$ cat src/rtl/mem_port_arbiter_if.sv
// Bundles both requester ports and the RAM port of the memory arbiter.
// Requester side: req/we/addr/wdata in, gnt/done/rdata out (per requester).
// RAM side: addr/wdata/we/re out of the arbiter, rdata back (sync-read RAM).
interface mem_port_arbiter_if #(
    parameter int ADDR_W = 16,
    parameter int DATA_W = 16
);
    // core requester
    logic              core_req;
    logic              core_we;
    logic [ADDR_W-1:0] core_addr;
    logic [DATA_W-1:0] core_wdata;
    logic              core_gnt;
    logic              core_done;
    logic [DATA_W-1:0] core_rdata;

    // ext (loader/debug) requester
    logic              ext_req;
    logic              ext_we;
    logic [ADDR_W-1:0] ext_addr;
    logic [DATA_W-1:0] ext_wdata;
    logic              ext_gnt;
    logic              ext_done;
    logic [DATA_W-1:0] ext_rdata;

    // RAM port
    logic [ADDR_W-1:0] mem_addr;
    logic [DATA_W-1:0] mem_wdata;
    logic              mem_we;
    logic              mem_re;
    logic [DATA_W-1:0] mem_rdata;

    // Arbiter side
    modport slave (
        input  core_req, core_we, core_addr, core_wdata,
        input  ext_req, ext_we, ext_addr, ext_wdata,
        input  mem_rdata,
        output core_gnt, core_done, core_rdata,
        output ext_gnt, ext_done, ext_rdata,
        output mem_addr, mem_wdata, mem_we, mem_re
    );

    // Requesters + RAM side (used by the environment around the arbiter)
    modport master (
        output core_req, core_we, core_addr, core_wdata,
        output ext_req, ext_we, ext_addr, ext_wdata,
        output mem_rdata,
        input  core_gnt, core_done, core_rdata,
        input  ext_gnt, ext_done, ext_rdata,
        input  mem_addr, mem_wdata, mem_we, mem_re
    );
endinterface

$ cat src/rtl/mem_port_arbiter.sv
// Purpose: shares one sync-read RAM between core (fixed priority) and ext, with a bounded-wait guard for ext.
// Latency: grant edge -> ACC (1 cycle) -> RESP (1 cycle) -> done pulse + rdata valid; 3-cycle minimum access period.
// Backpressure: level requests wait in place while an access is in flight; they are re-arbitrated at the next IDLE edge.
// Ports: CLK, Reset (async, active-high); bus = mem_port_arbiter_if.slave carrying both requester ports and the RAM port.
module mem_port_arbiter #(
    parameter int ADDR_W   = 16,
    parameter int DATA_W   = 16,
    parameter int MAX_WAIT = 4
) (
    input  logic                  CLK,
    input  logic                  Reset,
    mem_port_arbiter_if.slave     bus
);

    localparam logic [1:0] ST_IDLE = 2'd0;
    localparam logic [1:0] ST_ACC  = 2'd1;
    localparam logic [1:0] ST_RESP = 2'd2;

    localparam logic [1:0] OWN_NONE = 2'd0;
    localparam logic [1:0] OWN_CORE = 2'd1;
    localparam logic [1:0] OWN_EXT  = 2'd2;

    localparam logic [3:0] WAIT_MAX = 4'(MAX_WAIT);

    logic [1:0]        state_q,      state_d;
    logic [1:0]        owner_q,      owner_d;
    logic [3:0]        wait_cnt_q,   wait_cnt_d;
    logic              we_q,         we_d;
    logic [ADDR_W-1:0] addr_q,       addr_d;
    logic [DATA_W-1:0] wdata_q,      wdata_d;
    logic [DATA_W-1:0] core_rdata_q, core_rdata_d;
    logic [DATA_W-1:0] ext_rdata_q,  ext_rdata_d;
    logic              core_done_q,  core_done_d;
    logic              ext_done_q,   ext_done_d;

    logic ext_forced;

    // ext wins a contended edge only once core has won MAX_WAIT times in a row
    assign ext_forced = bus.ext_req && (wait_cnt_q == WAIT_MAX);

    always_comb begin
        state_d      = state_q;
        owner_d      = owner_q;
        wait_cnt_d   = wait_cnt_q;
        we_d         = we_q;
        addr_d       = addr_q;
        wdata_d      = wdata_q;
        core_rdata_d = core_rdata_q;
        ext_rdata_d  = ext_rdata_q;
        core_done_d  = 1'b0;
        ext_done_d   = 1'b0;

        case (state_q)
            ST_IDLE: begin
                if (bus.core_req && !ext_forced) begin
                    state_d = ST_ACC;
                    owner_d = OWN_CORE;
                    we_d    = bus.core_we;
                    addr_d  = bus.core_addr;
                    wdata_d = bus.core_wdata;
                    // count only wins that made ext wait; ext_forced already
                    // caps the count at WAIT_MAX, so +1 cannot overshoot
                    wait_cnt_d = bus.ext_req ? wait_cnt_q + 4'd1 : 4'd0;
                end else if (bus.ext_req) begin
                    state_d    = ST_ACC;
                    owner_d    = OWN_EXT;
                    we_d       = bus.ext_we;
                    addr_d     = bus.ext_addr;
                    wdata_d    = bus.ext_wdata;
                    wait_cnt_d = 4'd0;
                end else begin
                    wait_cnt_d = 4'd0;
                end
            end
            ST_ACC: begin
                state_d = ST_RESP;
            end
            ST_RESP: begin
                // RAM data launched by the ACC-cycle read is valid now
                if (owner_q == OWN_CORE) begin
                    core_done_d = 1'b1;
                    if (!we_q) core_rdata_d = bus.mem_rdata;
                end else if (owner_q == OWN_EXT) begin
                    ext_done_d = 1'b1;
                    if (!we_q) ext_rdata_d = bus.mem_rdata;
                end
                owner_d = OWN_NONE;
                state_d = ST_IDLE;
            end
            default: begin
                state_d = ST_IDLE;
                owner_d = OWN_NONE;
            end
        endcase
    end

    always_ff @(posedge CLK or posedge Reset) begin
        if (Reset) begin
            state_q      <= ST_IDLE;
            owner_q      <= OWN_NONE;
            wait_cnt_q   <= 4'd0;
            we_q         <= 1'b0;
            addr_q       <= '0;
            wdata_q      <= '0;
            core_rdata_q <= '0;
            ext_rdata_q  <= '0;
            core_done_q  <= 1'b0;
            ext_done_q   <= 1'b0;
        end else begin
            state_q      <= state_d;
            owner_q      <= owner_d;
            wait_cnt_q   <= wait_cnt_d;
            we_q         <= we_d;
            addr_q       <= addr_d;
            wdata_q      <= wdata_d;
            core_rdata_q <= core_rdata_d;
            ext_rdata_q  <= ext_rdata_d;
            core_done_q  <= core_done_d;
            ext_done_q   <= ext_done_d;
        end
    end

    logic in_acc;
    logic busy;

    // Strobes decode straight from state so an async reset kills them at once
    assign in_acc = (state_q == ST_ACC);
    assign busy   = (state_q == ST_ACC) || (state_q == ST_RESP);

    assign bus.mem_we    = in_acc && we_q;
    assign bus.mem_re    = in_acc && !we_q;
    assign bus.mem_addr  = in_acc ? addr_q  : '0;
    assign bus.mem_wdata = in_acc ? wdata_q : '0;

    assign bus.core_gnt   = busy && (owner_q == OWN_CORE);
    assign bus.ext_gnt    = busy && (owner_q == OWN_EXT);
    assign bus.core_done  = core_done_q;
    assign bus.ext_done   = ext_done_q;
    assign bus.core_rdata = core_rdata_q;
    assign bus.ext_rdata  = ext_rdata_q;

endmodule

$ cat src/flat_wrapper.sv
// flat-port wrapper written by rule: the top's interface ports become plain ports
module mem_port_arbiter_flat 
#(
    parameter int ADDR_W   = 16,
    parameter int DATA_W   = 16,
    parameter int MAX_WAIT = 4
)
  (CLK, Reset, bus_core_req, bus_core_we, bus_core_addr, bus_core_wdata, bus_ext_req, bus_ext_we, bus_ext_addr, bus_ext_wdata, bus_mem_rdata, bus_core_gnt, bus_core_done, bus_core_rdata, bus_ext_gnt, bus_ext_done, bus_ext_rdata, bus_mem_addr, bus_mem_wdata, bus_mem_we, bus_mem_re);
  mem_port_arbiter_if #(.ADDR_W(ADDR_W), .DATA_W(DATA_W)) bus_i ();
  input  logic CLK;
  input  logic Reset;
  input wire logic [$bits(bus_i.core_req)-1:0] bus_core_req;
  input wire logic [$bits(bus_i.core_we)-1:0] bus_core_we;
  input wire logic [$bits(bus_i.core_addr)-1:0] bus_core_addr;
  input wire logic [$bits(bus_i.core_wdata)-1:0] bus_core_wdata;
  input wire logic [$bits(bus_i.ext_req)-1:0] bus_ext_req;
  input wire logic [$bits(bus_i.ext_we)-1:0] bus_ext_we;
  input wire logic [$bits(bus_i.ext_addr)-1:0] bus_ext_addr;
  input wire logic [$bits(bus_i.ext_wdata)-1:0] bus_ext_wdata;
  input wire logic [$bits(bus_i.mem_rdata)-1:0] bus_mem_rdata;
  output wire logic [$bits(bus_i.core_gnt)-1:0] bus_core_gnt;
  output wire logic [$bits(bus_i.core_done)-1:0] bus_core_done;
  output wire logic [$bits(bus_i.core_rdata)-1:0] bus_core_rdata;
  output wire logic [$bits(bus_i.ext_gnt)-1:0] bus_ext_gnt;
  output wire logic [$bits(bus_i.ext_done)-1:0] bus_ext_done;
  output wire logic [$bits(bus_i.ext_rdata)-1:0] bus_ext_rdata;
  output wire logic [$bits(bus_i.mem_addr)-1:0] bus_mem_addr;
  output wire logic [$bits(bus_i.mem_wdata)-1:0] bus_mem_wdata;
  output wire logic [$bits(bus_i.mem_we)-1:0] bus_mem_we;
  output wire logic [$bits(bus_i.mem_re)-1:0] bus_mem_re;
  assign bus_i.core_req = bus_core_req;
  assign bus_i.core_we = bus_core_we;
  assign bus_i.core_addr = bus_core_addr;
  assign bus_i.core_wdata = bus_core_wdata;
  assign bus_i.ext_req = bus_ext_req;
  assign bus_i.ext_we = bus_ext_we;
  assign bus_i.ext_addr = bus_ext_addr;
  assign bus_i.ext_wdata = bus_ext_wdata;
  assign bus_i.mem_rdata = bus_mem_rdata;
  assign bus_core_gnt = bus_i.core_gnt;
  assign bus_core_done = bus_i.core_done;
  assign bus_core_rdata = bus_i.core_rdata;
  assign bus_ext_gnt = bus_i.ext_gnt;
  assign bus_ext_done = bus_i.ext_done;
  assign bus_ext_rdata = bus_i.ext_rdata;
  assign bus_mem_addr = bus_i.mem_addr;
  assign bus_mem_wdata = bus_i.mem_wdata;
  assign bus_mem_we = bus_i.mem_we;
  assign bus_mem_re = bus_i.mem_re;
  mem_port_arbiter #(.ADDR_W(ADDR_W), .DATA_W(DATA_W), .MAX_WAIT(MAX_WAIT)) u_core (.CLK(CLK), .Reset(Reset), .bus(bus_i));
endmodule
$ cat config.mk
export PLATFORM = sky130hd
export DESIGN_NAME = mem_port_arbiter_flat
export DESIGN_NICKNAME = d
export VERILOG_FILES = /design/src/rtl/mem_port_arbiter_if.sv /design/src/rtl/mem_port_arbiter.sv /design/src/flat_wrapper.sv
export SDC_FILE = /design/constraint.sdc
export NUM_CORES = 1
export LEC_CHECK = 0
export CORE_UTILIZATION = 47
export CTS_CLUSTER_SIZE = 14
export DETAILED_ROUTE_END_ITERATION = 6
export GPL_TIMING_DRIVEN = 0
export PLACE_DENSITY = 0.91
export SLEW_MARGIN = 20
export SYNTH_ARGS = -nofsm -noshare
export SYNTH_HDL_FRONTEND = slang
export SYNTH_SLANG_ARGS = --single-unit
export TNS_END_PERCENT = 10
$ cat constraint.sdc
create_clock -name CLK -period 4.9 [get_ports CLK]
set_input_delay 0.98 -clock CLK [delete_from_list [all_inputs] [get_ports CLK]]
set_output_delay 0.98 -clock CLK [all_outputs]
set_load 0.02 [all_outputs]
* Word-level counts from Yosys, hierarchy flattened
Index checks and enable logic that the tools add are counted.
** Storage, ports and cells
- Bits in registers :: 75
- Input port bits :: 86
- Output and inout port bits :: 70
- Logic and storage cells :: 56
** Cells by class
- $add $sub $neg :: 1
- Equality and inequality tests :: 6
- Mux-type cells :: 21
- Bitwise logic cells :: 3
- Reductions and logical operators :: 15
** Operator list (count)
- two-way mux 16 bit :: 6
- two-way mux 2 bit :: 4
- two-way mux 4 bit :: 2
- case mux 2 bit (2 select lines) :: 2
- two-way mux 1 bit :: 7
- logical AND 1 bit :: 6
- adder 4 x 1 -> 4 bit, second input constant :: 1
- equality test 2 x 1 -> 1 bit, second input constant :: 2
- equality test 2 bit, second input constant :: 2
- equality test 4 x 3 -> 1 bit, second input constant :: 1
- AND reduction 2 bit :: 2
- AND reduction 4 bit :: 1
- != test 3 x 2 -> 1 bit, second input constant :: 1
- inverter 1 bit :: 3
- AND reduction 3 bit :: 1
- zero test 1 bit :: 2
- zero test 2 bit :: 1
- nonzero test 2 bit :: 1
- logical OR 1 bit :: 1

* Longest topological paths before layout
Gate-level depths: netlist of run 1.
- Depth in word-level cells :: 6
- Gate-level depth with buffers :: 7
- Mapped depth without buffers :: 5

* Worst setup path after synthesis of run 1
OpenSTA, ideal clock, no wires.
- Kind :: register -> output
- Start point :: reg u_core.state_q[1]
- End point :: out bus_mem_addr[0]
- Data arrival time :: 1.160 ns
- Required time :: 3.920 ns
- Slack :: 2.760 ns
- Cell stages (with the launch flop) :: 5
- Buffers on the path :: 1
- Cells stage by stage :: dfrtp_1 inv_1 ha_1 clkbuf_1 and2_1
** Between the ends
- Longest elaborated chain between the ends :: 2
** RTL lines
- start: declaration :: line mem_port_arbiter.sv:25 : logic [1:0] state_q, state_d;
- start signal: assignment :: line mem_port_arbiter.sv:110 : state_q <= state_d;
- equality test 2 x 1 -> 1 bit :: line mem_port_arbiter.sv:127 : assign in_acc = (state_q == ST_ACC);
- two-way mux 16 bit :: line mem_port_arbiter.sv:132 : assign bus.mem_addr = in_acc ? addr_q : '0;
- end: declaration :: line flat_wrapper.sv:27 : output wire logic [$bits(bus_i.mem_addr)-1:0] bus_mem_addr;
No other way between the ends.

* Worst setup path in the final report of run 1
- Start point :: reg u_core.state_q[1]
- End point :: out bus_mem_addr[11]
Same word-level chain as after synthesis.

==> results of run 1 <==
-- registers in the layout, summed over array words and instances (netlist names) --
register,flops
u_core.bus.ext_rdata,16
u_core.wdata_q,16
u_core.owner_q,2
u_core.state_q,2
u_core.bus.ext_done,1
u_core.wait_cnt_q,4
u_core.addr_q,16
u_core.bus.core_done,1
u_core.we_q,1
u_core.bus.core_rdata,16
-- layout by cell type (no fill, tap or decap), types with 4 or more instances in the layout --
cell type          n
clkdlybuf4s50_1  155
dfrtp_1           75
nand2_1           70
and2_1            35
nand4_1           35
mux2_2            33
o211ai_2          30
clkbuf_1          19
clkbuf_8          10
inv_1              8
ha_1               6
buf_6              5
buf_2              4
and3b_1            4
-- cell families (layout without fill, tap and decap cells) --
family                   after synthesis  in the layout
AO/OA/AOI/OAI                         45             45
adder cells (fa/ha/maj)                6              6
buffers and inverters                 38            210
flip-flops                            75             75
multiplexers                          34             34
AND/OR/NAND/NOR                      152            152
-- layout make-up --
type	count	area, um^2	area share (%)
plain buffers	29	155	2.70
clock inverters	6	87.6	1.53
clock buffers	10	138	2.40
inverters	9	36.3	0.632
well taps	102	128	2.22
flip-flops and latches	75	1880	32.7
repair buffers	156	1570	27.4
multi-input cells	237	1750	30.5
-- power by group --
part | leakage (nW) | internal [mW] | switching, mW
clock network | 0.117 | 0.302 | 0.235
logic | 1.40 | 0.817 | 0.898
registers | 0.940 | 0.898 | 0.161
-- per-layer routing --
| metal | GRT usage [%] | vias to the layer above | share of wire (%) |
|---|---|---|---|
| li1 | - | 1570 | - |
| met1 | 32.7 | 1646 | 43 |
| met2 | 44.0 | 186 | 49 |
| met3 | 4.56 | 20 | 7.0 |
| met4 | 9.38 | 0 | 1.8 |
| met5 | 0 | - | 0 |
-- through the flow --
| step | cells | cell area [um^2] | power (mW) |
|---|---|---|---|
| after floorplan | 350 | 3820 | 2.04 |
| after global placement | 607 | 5500 | 2.71 |
| after detailed placement | 608 | 5520 | 2.79 |
| after CTS | 624 | 5740 | 3.33 |
| after global routing | 624 | 5740 | 3.51 |
| final | 624 | 5740 | 3.31 |
-- critical path: stages (launching register included) --
cell and delay, ps:
dfrtp_1 410, inv_1 110, ha_1 340, clkbuf_1 380, and2_1 210, clkdlybuf4s50_1 610
-- final timing paths --
| check | startpoint | end |
|---|---|---|
| setup / recovery | u_core.state_q[1]$_DFFE_PP0P_ | bus_mem_addr[11] |
| hold / removal | u_core.wdata_q[15]$_DFFE_PP0P_ | u_core.wdata_q[15]$_DFFE_PP0P_ |
| setup reg to reg | u_core.state_q[0]$_DFFE_PP0P_ | u_core.bus.core_rdata[0]$_DFFE_PP0P_ |
| hold reg to reg | u_core.wdata_q[15]$_DFFE_PP0P_ | u_core.wdata_q[15]$_DFFE_PP0P_ |
| max in group asynchronous | Reset | u_core.addr_q[9]$_DFFE_PP0P_ |
| min in group asynchronous | Reset | u_core.bus.ext_rdata[8]$_DFFE_PP0P_ |
==> flow_summary.ini, run 1 <==
[synth]
muxShareOfSynthArea_pct = 10.0
synth_ff_type = dfrtp_1
synthSimpleGateAreaFrac_pct = 21.3
yosysWarnings = 0
synth.distinct_cells = 32
yosys-top-cells-count = dfrtp_1, nand2_1, and2_1, nand4_1, mux2_2
synth_cells = 350
synth.net_count = 442
yosys.cell_count.top_type = dfrtp_1
yosys.area.top_type_share_pct = 49.2
synth_area_leader_cell = dfrtp_1
synth-edff-count = 0
synth_top_family_by_area = simple AND/OR/NAND/NOR gates
avgSynthCellArea_um2 = 10.9
syn_area_mm2 = 0.00382
synth_area_leaders = dfrtp_1, o211ai_2, mux2_2
synth-seq-cells = 75
synthAdderAreaFrac_pct = 1.97
synth-compound-area-share_pct = 12.6
async_flop_share_pct = 100
ys_seq_area_share_pct = 49.2
synth_xor_area_share_pct = 0

[layout]
final_util_pct = 73.6
nFillCells = 547
syn2layout_area_growth_pct = 50.5
layout-drive-gt1-share_pct = 18.0
layout.nets = 609
diodes = 0

[hold_path]
whs_path_depth = 2
min_path_type = reg -> reg

[timing]
min_period_over_period_pct = 68.6
setup_viol_count_final = 0
rsz0062_at_grt = no
setup_ws_ps = 1540
fmax_mhz = 297
hold_ws_ps = 487
skew_ps = 8.49
finalHoldViolCount = 0
period_minus_slack_ps = 3360
fin_setup_tns_ps = 0
maxSlewViolCount = 0
relSlewSlack_pct = 67.7
tightest_slew_ps = 485

[die]
fp.dieArea_mm2 = 0.00848
initial_core_util_pct = 48.9
io_pins = 156
fp.coreArea_mm2 = 0.00781
rows = 32
die_w_um = 92.1
die_h_um = 92.1

[critical_path]
path_max_fanout = 10
crit_type = reg -> out
critPathLaunchType = flop
cp.required_ps = 3920
worstPathArrival_ps = 2380
reg2reg_depth = 6
endpoint_kind = output pin
r2r_slack_ps = 2970

[flow_run]
max_cap_viol_count = 0

[global_route]
grt_pass1_vias = 3538
grt_overflow = 0
track_usage_pct = 25.8
grt_max_degree = 42
antenna_found_initial = 0
grt_pass1_wl_um = 17100

[place]
place_congestion = 0.838
pre_cts_slack_ps = 1890
port_buffers = 155
dp_hpwl_um = 7950

[clocking]
clock-sinks = 75
htree_num_levels = 3
cts_resized = 0
clk_latency_ps = 350
cts_tree = yes
cts_buffers = 9
cts_root_buf = clkbuf_8
post_cts_buffers = 0
clk_pin_slew_ps = 80
clockBufferDepth = 2
cts_hold_buf = 0

[routing]
ant_nets = 0
drt_first_iter_violations = 146
drt-pass1-iter-count = 5
avgViaCountPerCell = 5.48
wl_per_cell_um = 16.9
drc_errors = 0
vias = 3422
routed_wl_um = 10500

[pwr]
peakVddDrop_uv = 310
power_density_mw_per_mm2 = 577
leakagePower_nw = 2.45

[status]
status = completed
Note: power is estimated with default switching activity, not from simulation.
==> run 2, diff against run 1 <==
--- a/config.mk
+++ b/config.mk
@@ -5,11 +5,11 @@
 export SDC_FILE = /design/constraint.sdc
 export NUM_CORES = 1
 export LEC_CHECK = 0
-export CORE_UTILIZATION = 47
+export CORE_UTILIZATION = 39
 export CTS_CLUSTER_SIZE = 14
 export DETAILED_ROUTE_END_ITERATION = 6
 export GPL_TIMING_DRIVEN = 0
-export PLACE_DENSITY = 0.91
+export PLACE_DENSITY = 0.82
 export SLEW_MARGIN = 20
 export SYNTH_ARGS = -nofsm -noshare
 export SYNTH_HDL_FRONTEND = slang
==> constraint.sdc (replaced) <==
create_clock -name CLK -period 3 [get_ports CLK]
set_input_delay 0.6 -clock CLK [delete_from_list [all_inputs] [get_ports CLK]]
set_output_delay 0.6 -clock CLK [all_outputs]
set_load 0.02 [all_outputs]
==> flow_summary.ini, run 2 (synthesis gave the netlist of run 1 again) <==
[routing]
avgViaCountPerCell = 5.14
drc_errors = 0
drt-pass1-iter-count = 4
ant_nets = 0
drt_first_iter_violations = 95
routed_wl_um = 10600
vias = 3344
wl_per_cell_um = 16.2

[timing]
rsz0062_at_grt = no
setup_viol_count_final = 0
skew_ps = 11.0
finalHoldViolCount = 0
hold_ws_ps = 485
relSlewSlack_pct = 67.0
period_minus_slack_ps = 2780
fmax_mhz = 360
maxSlewViolCount = 0
fin_setup_tns_ps = 0
min_period_over_period_pct = 92.5
tightest_slew_ps = 494

[critical_path]
crit_path_start = u_core.state_q[1]$_DFFE_PP0P_
r2r_end = u_core.bus.core_rdata[6]$_DFFE_PP0P_
worstPathArrival_ps = 2180
path_max_fanout = 10
critPathCapture = bus_mem_we
r2r-start = u_core.state_q[0]$_DFFE_PP0P_
cp.required_ps = 2400
endpoint_kind = output pin
reg2reg_depth = 6
r2r_slack_ps = 1030
crit_type = reg -> out
critPathLaunchType = flop

[hold_path]
worstHoldStart = u_core.addr_q[4]$_DFFE_PP0P_
min_path_type = reg -> reg
whs_path_depth = 2

[die]
io_pins = 156
die_w_um = 101
fp.coreArea_mm2 = 0.00937
initial_core_util_pct = 40.7
die_h_um = 101
rows = 35
fp.dieArea_mm2 = 0.0102

[global_route]
grt_max_degree = 40
grt_pass1_wl_um = 16700
grt_pass1_vias = 3426
track_usage_pct = 21.3
grt_overflow = 0
antenna_found_initial = 0

[clocking]
cts_buffers = 9
clockBufferDepth = 2
htree_num_levels = 3
cts_hold_buf = 0
clock-sinks = 75
cts_tree = yes
cts_root_buf = clkbuf_8
clk_latency_ps = 340
post_cts_buffers = 0
cts_resized = 1
clk_pin_slew_ps = 80

[layout]
fin_cells = 651
diodes = 0
final_common_cell = clkdlybuf4s50_1
multi_input_area_mm2 = 0.00175
regArea_mm2 = 0.00188
layout.nets = 609
final_cell_mix = clkdlybuf4s50_1, dfrtp_1, nand2_1, and2_1, nand4_1
syn2layout_area_growth_pct = 51.6
finish.instance_area_mm2 = 0.00578
nFillCells = 797
layout-drive-gt1-share_pct = 18.6

[pwr]
finalPower_mw = 5.41
peakVddDrop_uv = 432
power_density_mw_per_mm2 = 936
leakagePower_nw = 2.46

[place]
port_buffers = 155
placed_area_mm2 = 0.00555
place_congestion = 0.778
placed_cells = 635
dp_hpwl_um = 7850

[flow_run]
max_cap_viol_count = 0

[status]
status = completed
-- run 2: critical path: stages, from the launching register on --
cell	delay, ps
dfrtp_1	390
inv_1	110
ha_2	280
clkbuf_2	270
and2_1	170
clkdlybuf4s50_1	620
-- run 2: layer usage --
layer,track usage [%],vias to the layer above,share of wire [%]
li1,-,1566,-
met1,26.5,1593,43
met2,35.8,165,47
met3,4.99,20,7.9
met4,8.03,0,2.2
met5,0,-,0
-- run 2: final cells by class --
class                           count  area share [%]
Buffer                             29            2.75
Inverter                            9           0.627
Multi-Input combinational cell    237            30.3
Sequential cell                    75            32.4
Clock buffer                       11            2.44
Timing Repair Buffer              156            27.2
Tap cell                          129            2.79
Clock inverter                      5            1.47
-- run 2: worst min-delay path by stage --
stage	end
after floorplan	u_core.addr_q[0]$_DFFE_PP0P_
after global placement	u_core.wdata_q[0]$_DFFE_PP0P_
after detailed placement	u_core.wdata_q[11]$_DFFE_PP0P_
after CTS	u_core.wdata_q[15]$_DFFE_PP0P_
after global routing	u_core.addr_q[4]$_DFFE_PP0P_
final	u_core.addr_q[4]$_DFFE_PP0P_
-- run 2: power breakdown --
part	leakage (nW)	internal (mW)	switching [mW]
Sequential	0.940	1.47	0.253
Combinational	1.41	1.34	1.48
Clock	0.110	0.496	0.379
-- run 2: per-stage QoR --
step                setup WS (ps)  util [%]
global placement             -742      59.0
detailed placement            347      59.2
floorplan                     490         -
global route                 49.0      61.7
CTS                         0.648      61.7
finish                        224      61.7
==> run 3, diff against run 2 <==
--- a/config.mk
+++ b/config.mk
@@ -5,6 +5,7 @@
 export SDC_FILE = /design/constraint.sdc
 export NUM_CORES = 1
 export LEC_CHECK = 0
+export CORE_MARGIN = 4
 export CORE_UTILIZATION = 39
 export CTS_CLUSTER_SIZE = 14
 export DETAILED_ROUTE_END_ITERATION = 6
==> flow_summary.ini, run 3 (synthesis gave the netlist of run 1 again) <==
[status]
status = completed

[hold_path]
min_path_type = reg -> reg

[routing]
ant_nets = 0
vias = 3359
drc_errors = 0
drt-pass1-iter-count = 4
avgViaCountPerCell = 5.16
drt_first_iter_violations = 115
wl_per_cell_um = 16.5
routed_wl_um = 10700

[clocking]
htree_num_levels = 3
clk_pin_slew_ps = 80
post_cts_buffers = 0
cts_root_buf = clkbuf_8
clockBufferDepth = 2
clk_latency_ps = 340
cts_tree = yes
cts_buffers = 9
clock-sinks = 75

[die]
fp.coreArea_mm2 = 0.00937
io_pins = 156
initial_core_util_pct = 40.7
die_h_um = 107
fp.dieArea_mm2 = 0.0114
die_w_um = 107
rows = 35

[global_route]
grt_overflow = 0
track_usage_pct = 19.0
antenna_found_initial = 0
grt_pass1_wl_um = 17400
grt_pass1_vias = 3634
grt_max_degree = 40

[pwr]
leakagePower_nw = 2.47
power_density_mw_per_mm2 = 954
peakVddDrop_uv = 406

[flow_run]
max_cap_viol_count = 0

[layout]
diodes = 0
final_common_cell = clkdlybuf4s50_1
final_util_pct = 62.1
layout-drive-gt1-share_pct = 18.4
final_cell_mix = clkdlybuf4s50_1, dfrtp_1, nand2_1, and2_1, nand4_1
syn2layout_area_growth_pct = 52.6
layout.nets = 609

[timing]
period_minus_slack_ps = 2850
maxSlewViolCount = 0
rsz0062_at_grt = yes
skew_ps = 8.68
hold_ws_ps = 488
fin_setup_tns_ps = 0
setup_viol_count_final = 0
tightest_slew_ps = 542
finalHoldViolCount = 0
fmax_mhz = 351
min_period_over_period_pct = 94.9
relSlewSlack_pct = 63.8

[critical_path]
worstPathArrival_ps = 2250
crit_type = reg -> out
endpoint_kind = output pin
cp.required_ps = 2400
path_max_fanout = 10
critPathLaunchType = flop

[place]
port_buffers = 155
dp_hpwl_um = 8190
place_congestion = 0.752
[run 3: area by class of cell]
cell class / instances / area, um^2
clock inverters: 6 / 138
repair buffers: 156 / 1570
flip-flops and latches: 75 / 1880
plain buffers: 29 / 158
fillers: 802 / 3550
well taps: 129 / 161
inverters: 9 / 36.3
clock buffers: 10 / 128
multi-input cells: 237 / 1750
[run 3: what timing repair did]
item / CTS / global route
setup endpoints to repair: 3 / 22
pin swaps: 0 / 0
resized for setup: 1 / 3
hold buffers: 0 / 0
hold endpoints to repair: 0 / 0
cloned: 0 / 0
[run 3: worst max-delay path, stage by stage (launching register included)]
cell             delay (ps)
dfrtp_1                 400
inv_1                   110
ha_2                    280
clkbuf_1                310
and2_1                  200
clkdlybuf4s50_1         610
[run 3: through the flow]
step	std cells	setup slack [ps]	total power, mW	area [um^2]
CTS	651	12.4	5.60	5820
global placement	634	-742	4.46	5530
floorplan	350	490	3.33	3820
detailed placement	635	370	4.56	5550
global route	651	-8.89	5.90	5820
finish	651	154	5.55	5820
[run 3: per-layer routing]
| layer | vias to the layer above | part of all wire (%) | track usage, % |
|---|---|---|---|
| li1 | 1572 | - | - |
| met1 | 1628 | 43 | 23.8 |
| met2 | 147 | 49 | 32.4 |
| met3 | 12 | 6.8 | 4.52 |
| met4 | 0 | 1.2 | 6.12 |
| met5 | - | 0 | 0 |
[run 3: final timing paths]
check	end	slack (ps)	depth (start not counted)	startpoint
max	bus_mem_addr[6]	150	5	u_core.state_q[1]$_DFFE_PP0P_
min	u_core.addr_q[3]$_DFFE_PP0P_	490	2	u_core.addr_q[3]$_DFFE_PP0P_
max reg2reg	u_core.bus.core_rdata[6]$_DFFE_PP0P_	1020	6	u_core.state_q[0]$_DFFE_PP0P_
min reg2reg	u_core.addr_q[3]$_DFFE_PP0P_	490	2	u_core.addr_q[3]$_DFFE_PP0P_
max in group asynchronous	u_core.addr_q[2]$_DFFE_PP0P_	1800	3	Reset
min in group asynchronous	u_core.bus.core_rdata[8]$_DFFE_PP0P_	630	2	Reset
[run 3: power by group]
part / internal [mW] / total (mW) / switching [mW] / leakage, nW
Combinational: 1.34 / 2.81 / 1.47 / 1.40
Clock: 0.640 / 1.02 / 0.378 / 0.131
Sequential: 1.47 / 1.72 / 0.254 / 0.940
Total: 3.45 / 5.55 / 2.10 / 2.47
